==> src/rtl/voice_alloc.sv <==
// voice_alloc: note-event voice allocator for a bank of ADSR voices.
// Accepts note-on/off events, chooses a target voice (same-note retrigger,
// free idle voice, oldest released voice, or steal the oldest voice), and
// drives each voice's gate and note number. Retriggering a gated voice
// drops its gate for RETRIG_GAP cycles so the envelope sees a fresh edge.
module voice_alloc #(
   parameter int NVOICES    = 4,
   parameter int NOTE_W     = 7,
   parameter int RETRIG_GAP = 2
) (
   input  logic                      clk,
   input  logic                      rst,
   input  logic                      ev_valid,
   output logic                      ev_ready,
   input  logic                      ev_on,
   input  logic [NOTE_W-1:0]         ev_note,
   input  logic [NVOICES-1:0]        env_idle,
   output logic [NVOICES-1:0]        trig,
   output logic [NVOICES*NOTE_W-1:0] note,
   output logic                      all_gated
);

   localparam int IW = $clog2(NVOICES);
   localparam int GW = $clog2(RETRIG_GAP + 1);

   typedef enum logic [1:0] {
      S_IDLE,
      S_DECIDE,
      S_GAP
   } state_t;

   state_t                      r_state;
   logic                        r_ev_on;
   logic [NOTE_W-1:0]           r_ev_note;
   logic [NVOICES-1:0]          r_trig;
   logic [NVOICES*NOTE_W-1:0]   r_note;
   logic [IW-1:0]               r_rank [NVOICES];
   logic [GW-1:0]               r_gap_cnt;
   logic [IW-1:0]               r_gap_voice;

   logic [NVOICES-1:0]          w_match;
   logic                        w_hit_a;
   logic                        w_hit_b;
   logic                        w_hit_c;
   logic [IW-1:0]               w_idx_a;
   logic [IW-1:0]               w_idx_b;
   logic [IW-1:0]               w_idx_c;
   logic [IW-1:0]               w_idx_d;
   logic [IW-1:0]               w_best_rank;
   logic [IW-1:0]               w_tgt;
   logic                        w_tgt_gated;

   // Target selection for the latched event; only consumed in DECIDE, so
   // env_idle has no influence at any other time.
   always_comb begin
      // NOTE: every signal gets a default before the loop so no path leaves
      // it unassigned; otherwise a latch would be inferred.
      w_match     = '0;
      w_hit_a     = 1'b0;
      w_hit_b     = 1'b0;
      w_hit_c     = 1'b0;
      w_idx_a     = '0;
      w_idx_b     = '0;
      w_idx_c     = '0;
      w_idx_d     = '0;
      w_best_rank = '0;
      for (int i = 0; i < NVOICES; i++) begin
         w_match[i] = r_trig[i] && (r_note[i*NOTE_W +: NOTE_W] == r_ev_note);
         // (a) gated voice already playing this note
         if (w_match[i] && !w_hit_a) begin
            w_hit_a = 1'b1;
            w_idx_a = IW'(i);
         end
         // (b) lowest-index released voice whose envelope has finished
         if (!r_trig[i] && env_idle[i] && !w_hit_b) begin
            w_hit_b = 1'b1;
            w_idx_b = IW'(i);
         end
         // (c) oldest released voice
         if (!r_trig[i] && (!w_hit_c || (r_rank[i] > w_best_rank))) begin
            w_hit_c     = 1'b1;
            w_idx_c     = IW'(i);
            w_best_rank = r_rank[i];
         end
         // (d) oldest voice overall
         if (r_rank[i] == IW'(NVOICES - 1)) begin
            w_idx_d = IW'(i);
         end
      end
      if (w_hit_a) begin
         w_tgt = w_idx_a;
      end else if (w_hit_b) begin
         w_tgt = w_idx_b;
      end else if (w_hit_c) begin
         w_tgt = w_idx_c;
      end else begin
         w_tgt = w_idx_d;
      end
      w_tgt_gated = r_trig[w_tgt];
   end

   // Allocation FSM: event latch, per-voice gate/note, LRU ranks, retrigger gap.
   always_ff @(posedge clk or posedge rst) begin
      if (rst) begin
         r_state     <= S_IDLE;
         r_ev_on     <= 1'b0;
         r_ev_note   <= '0;
         r_trig      <= '0;
         r_note      <= '0;
         r_gap_cnt   <= '0;
         r_gap_voice <= '0;
         // NOTE: the rank array is reset like any register: the LRU order
         // must start as a valid permutation or selection breaks.
         for (int i = 0; i < NVOICES; i++) begin
            r_rank[i] <= IW'(i);
         end
      end else begin
         // NOTE: non-blocking assignments keep every register update in this
         // block reading the pre-edge values, so the rank shuffle is consistent.
         case (r_state)
            S_IDLE: begin
               if (ev_valid) begin
                  r_ev_on   <= ev_on;
                  r_ev_note <= ev_note;
                  r_state   <= S_DECIDE;
               end
            end
            S_DECIDE: begin
               if (r_ev_on) begin
                  r_note[w_tgt*NOTE_W +: NOTE_W] <= r_ev_note;
                  for (int i = 0; i < NVOICES; i++) begin
                     if (IW'(i) == w_tgt) begin
                        r_rank[i] <= '0;
                     end else if (r_rank[i] < r_rank[w_tgt]) begin
                        r_rank[i] <= r_rank[i] + 1'b1;
                     end
                  end
                  if (w_tgt_gated) begin
                     r_trig[w_tgt] <= 1'b0;
                     r_gap_voice   <= w_tgt;
                     r_gap_cnt     <= GW'(RETRIG_GAP - 1);
                     r_state       <= S_GAP;
                  end else begin
                     r_trig[w_tgt] <= 1'b1;
                     r_state       <= S_IDLE;
                  end
               end else begin
                  r_trig  <= r_trig & ~w_match;
                  r_state <= S_IDLE;
               end
            end
            S_GAP: begin
               if (r_gap_cnt == '0) begin
                  r_trig[r_gap_voice] <= 1'b1;
                  r_state             <= S_IDLE;
               end else begin
                  r_gap_cnt <= r_gap_cnt - 1'b1;
               end
            end
            default: begin
               r_state <= S_IDLE;
            end
         endcase
      end
   end

   assign ev_ready  = (r_state == S_IDLE) && !rst;
   assign trig      = r_trig;
   assign note      = r_note;
   assign all_gated = &r_trig;

endmodule

==> config.mk <==
export PLATFORM = sky130hd
export DESIGN_NAME = voice_alloc
export DESIGN_NICKNAME = d
export VERILOG_FILES = /design/src/rtl/voice_alloc.sv
export SDC_FILE = /design/constraint.sdc
export NUM_CORES = 1
export LEC_CHECK = 0
export CAP_MARGIN = 20
export CELL_PAD_IN_SITES_DETAIL_PLACEMENT = 2
export CELL_PAD_IN_SITES_GLOBAL_PLACEMENT = 2
export CORE_UTILIZATION = 36
export CTS_CLUSTER_DIAMETER = 30
export DETAILED_ROUTE_END_ITERATION = 16
export PLACE_DENSITY = 0.78
export REMOVE_ABC_BUFFERS = 1
export SLEW_MARGIN = 25
export SYNTH_ARGS = -nofsm -noshare
export SYNTH_HDL_FRONTEND = slang
export SYNTH_SLANG_ARGS = --single-unit
==> constraint.sdc <==
create_clock -name clk -period 7.75 [get_ports clk]
set_clock_uncertainty 0.2 [all_clocks]
set_input_delay 1.55 -clock clk [delete_from_list [all_inputs] [get_ports clk]]
set_output_delay 1.55 -clock clk [all_outputs]
set_load 0.005 [all_outputs]
==> impl_metrics.sql <==
INSERT INTO impl_metrics (metric_group, metric, value, unit) VALUES
('global_route', 'grt_start_max_net_pins', '55', ''),
('power', 'vdd_ir_drop_max', '0.0001675', 'V'),
('sta', 'worst_slew_margin_rel', '0.4208', ''),
('sta', 'timing.final.crit_share', '0.8426', ''),
('synthesis', 'post_synth.cell_area_avg', '10.62', 'µm²'),
('status', 'outcome', 'completed', ''),
('sta', 'timing.final.max_slew_violations', '0', ''),
('route', 'routedWlPerCell', '21.11', 'µm'),
('clocking', 'post_cts.repair.setup_buffers', '0', ''),
('clocking', 'clk_pin_slew_worst_paths', '110', 'ps'),
('sta', 'hold_violations', '0', ''),
('global_route', 'antenna_found_initial', '0', ''),
('clocking', 'ctsRootBufferMaster', 'clkbuf_8', ''),
('placement', 'io_buffers', '48', ''),
('route', 'antenna_violating_nets_post_route', '0', ''),
('global_route', 'first_global_vias', '3198', ''),
('floorplan', 'rows', '35', ''),
('synthesis', 'yosysSeqAreaShare', '0.3881', ''),
('hold_path', 'holdPathStages', '2', ''),
('synthesis', 'post_synth_inst_count', '329', ''),
('setup_path', 'worst_path_most_repeated_cell', 'ha_1', ''),
('floorplan', 'die_y', '100.5', 'µm'),
('floorplan', 'width_of_the_chip', '100.5', 'µm'),
('route', 'dr.pass1.iters', '4', ''),
('setup_path', 'path_max_fanout', '12', ''),
('clocking', 'cts_tree', 'yes', ''),
('hold_path', 'worstHoldStart', 'r_gap_cnt[1]$_DFFE_PP0P_', ''),
('flow_run', 'maxCapViolCount', '0', ''),
('setup_path', 'critical-path-top-delay-family', 'compound AO/OA/AOI/OAI gates', ''),
('sta', 'max_slew.worst_pin.slew', '867.0', 'ps'),
('sta', 'total_negative_setup_slacks', '0', 'ps'),
('finish', 'layout.cells.most_common_list', '50 x dfrtp_1, 48 x clkdlybuf4s50_1, 24 x a22o_1, 20 x nor2_1', ''),
('setup_path', 'critical_path.n_buffers_inverters', '0', ''),
('clocking', 'htree_num_levels', '2', ''),
('hold_path', 'type_of_the_worst_min_delay_path', 'reg -> reg', ''),
('clocking', 'cts_hold_buffers', '0', ''),
('synthesis', 'yosys.cell_types.count', '65', ''),
('route', 'vias_after_detailed_routing', '2843', ''),
('placement', 'dp_hpwl', '7.919', 'mm'),
('finish', 'nFillCells', '999', ''),
('setup_path', 'critPathArrivalTime', '6590', 'ps'),
('power', 'p_leak', '1.731', 'nW'),
('synthesis', 'synth-seq-cells', '54', ''),
('finish', 'n_antenna_cell', '0', ''),
('finish', 'layout.cells.most_common', 'dfrtp_1', ''),
('route', 'detail_route.iter0.violations', '60', ''),
('route', 'viasPerCell', '5.686', ''),
('finish', 'post_route_cells_drive_above_1_share', '0.1536', ''),
('setup_path', 'r2r_setup_slack', '1220', 'ps'),
('setup_path', 'timing.critical_path.to_type', 'flip-flop', ''),
('clocking', 'clk-insertion-delay-late', '310', 'ps'),
('global_route', 'grt_total_usage', '0.2239', ''),
('synthesis', 'synth.cell_area', '3495', 'µm²'),
('sta', 'report.final.setup_viol', '0', ''),
('clocking', 'numCtsBuffers', '5', ''),
('sta', 'rsz0062_at_grt', 'false', ''),
('setup_path', 'crit_path_start_kind', 'flip-flop', ''),
('route', 'sum_of_routed_wire_length_over_all_layers', '10.56', 'mm'),
('setup_path', 'path_class', 'reg -> reg', ''),
('finish', 'finalNetCount', '399', ''),
('setup_path', 'crit_cells', '20', ''),
('finish', 'area_growth', '17.94', '%'),
('clocking', 'cts.sink_count', '54', ''),
('floorplan', 'pin_count', '49', ''),
('synthesis', 'synth-edff-count', '0', ''),
('setup_path', 'critPathRequiredTime', '7810', 'ps'),
('setup_path', 'timing.reg2reg.worst_path_depth', '20', ''),
('synthesis', 'yosysWarnings', '0', ''),
('power', 'power_per_cell_area', '449.3', 'nW/µm²'),
('global_route', 'grt-ovfl-total', '0', ''),
('synthesis', 'postSynth.asyncResetShare', '1.000', '');
per-stage QoR:
stage	setup WS [ps]	power [mW]	hold slack, ps	utilization	area [µm²]
3_3_place_gp	1502	1.644	325.0	0.4314	4024
4_1_cts	1165	1.875	360.9	0.4419	4121
5_1_grt	805.6	1.999	386.2	0.4419	4121
3_5_place_dp	1213	1.686	344.5	0.4314	4024
6_report	1220	1.852	351.6	0.4419	4121
2_1_floorplan	2265	1.270	311.0	-	3367
worst reg2reg max path: cells and delay by family, from the launching register on:
kind                     cells  cell delay (ps)
AND/OR/NAND/NOR              6             1680
multiplexers                 2              770
flip-flops                   1              540
adder cells (fa/ha/maj)      4             1300
AO/OA/AOI/OAI                8             1990
sequential cells by signal (all words and copies together) (netlist names), named ones only:
register and count:
note 28, r_ev_note 7, r_ev_on 1, r_gap_cnt 2
r_gap_voice 2, r_rank 8, r_state 2
power by group:
part,total (mW),switching [mW],internal (mW)
clock,0.172,0.104,0.0679
sequential,0.589,0.198,0.391
combinational,1.09,0.599,0.492
total,1.85,0.901,0.951
path summary, 6_finish.rpt:
path / end
max: note[1]$_DFFE_PP0P_
min in group asynchronous: r_state[0]$_DFFE_PP0P_
min reg2reg: r_gap_cnt[1]$_DFFE_PP0P_
min: r_gap_cnt[1]$_DFFE_PP0P_
max reg2reg: note[1]$_DFFE_PP0P_
max in group asynchronous: r_rank[6]$_DFFE_PP0P_
cells by family after synthesis:
group	Yosys count	synth area share
fa+ha+maj	14	0.05013
compound gates	94	0.2216
mux	17	0.06839
xor+xnor	28	0.07233
simple gates	90	0.1443
buf+inv	32	0.05514
flops	54	0.3881
layout make-up:
| class | count | area (µm²) | share of cell area |
|---|---|---|---|
| Inverter | 16 | 65.06 | 0.01579 |
| Tap cell | 129 | 161.4 | 0.03916 |
| Clock inverter | 3 | 28.78 | 0.006982 |
| Timing Repair Buffer | 50 | 495.5 | 0.1202 |
| Clock buffer | 5 | 68.82 | 0.01670 |
| Multi-Input combinational cell | 243 | 1946 | 0.4721 |
| Sequential cell | 54 | 1356 | 0.3291 |
routing by layer:
metal / vias up / track usage / part of all wire
met5: - / 0 / 0
met4: 0 / 0.07358 / 0.019
met3: 12 / 0.02011 / 0.030
met2: 69 / 0.3978 / 0.51
met1: 1455 / 0.2866 / 0.44
li1: 1307 / - / -
synth_stat cells, drive strengths merged, types with 4 or more instances:
cell / instances / area [µm²]
dfrtp: 50 / 1251
a22o: 28 / 250.2
nor2: 20 / 75.07
a21oi: 17 / 96.35
nand2: 17 / 66.32
inv: 15 / 56.30
ha: 14 / 175.2
xnor2: 14 / 122.6
xor2: 14 / 130.1
mux2: 12 / 135.1
buf: 9 / 91.34
nand3: 9 / 45.04
o21ai: 9 / 45.04
nor2b: 8 / 50.05
o41ai: 8 / 100.1
clkbuf: 7 / 36.28
nor3: 7 / 40.04
a31oi: 6 / 37.54
o22ai: 5 / 31.28
a2111oi: 4 / 47.55
dfstp: 4 / 105.1
mux4: 4 / 93.84
nor4: 4 / 43.80
o211ai: 4 / 30.03
Power figures use the tool's default switching activity.
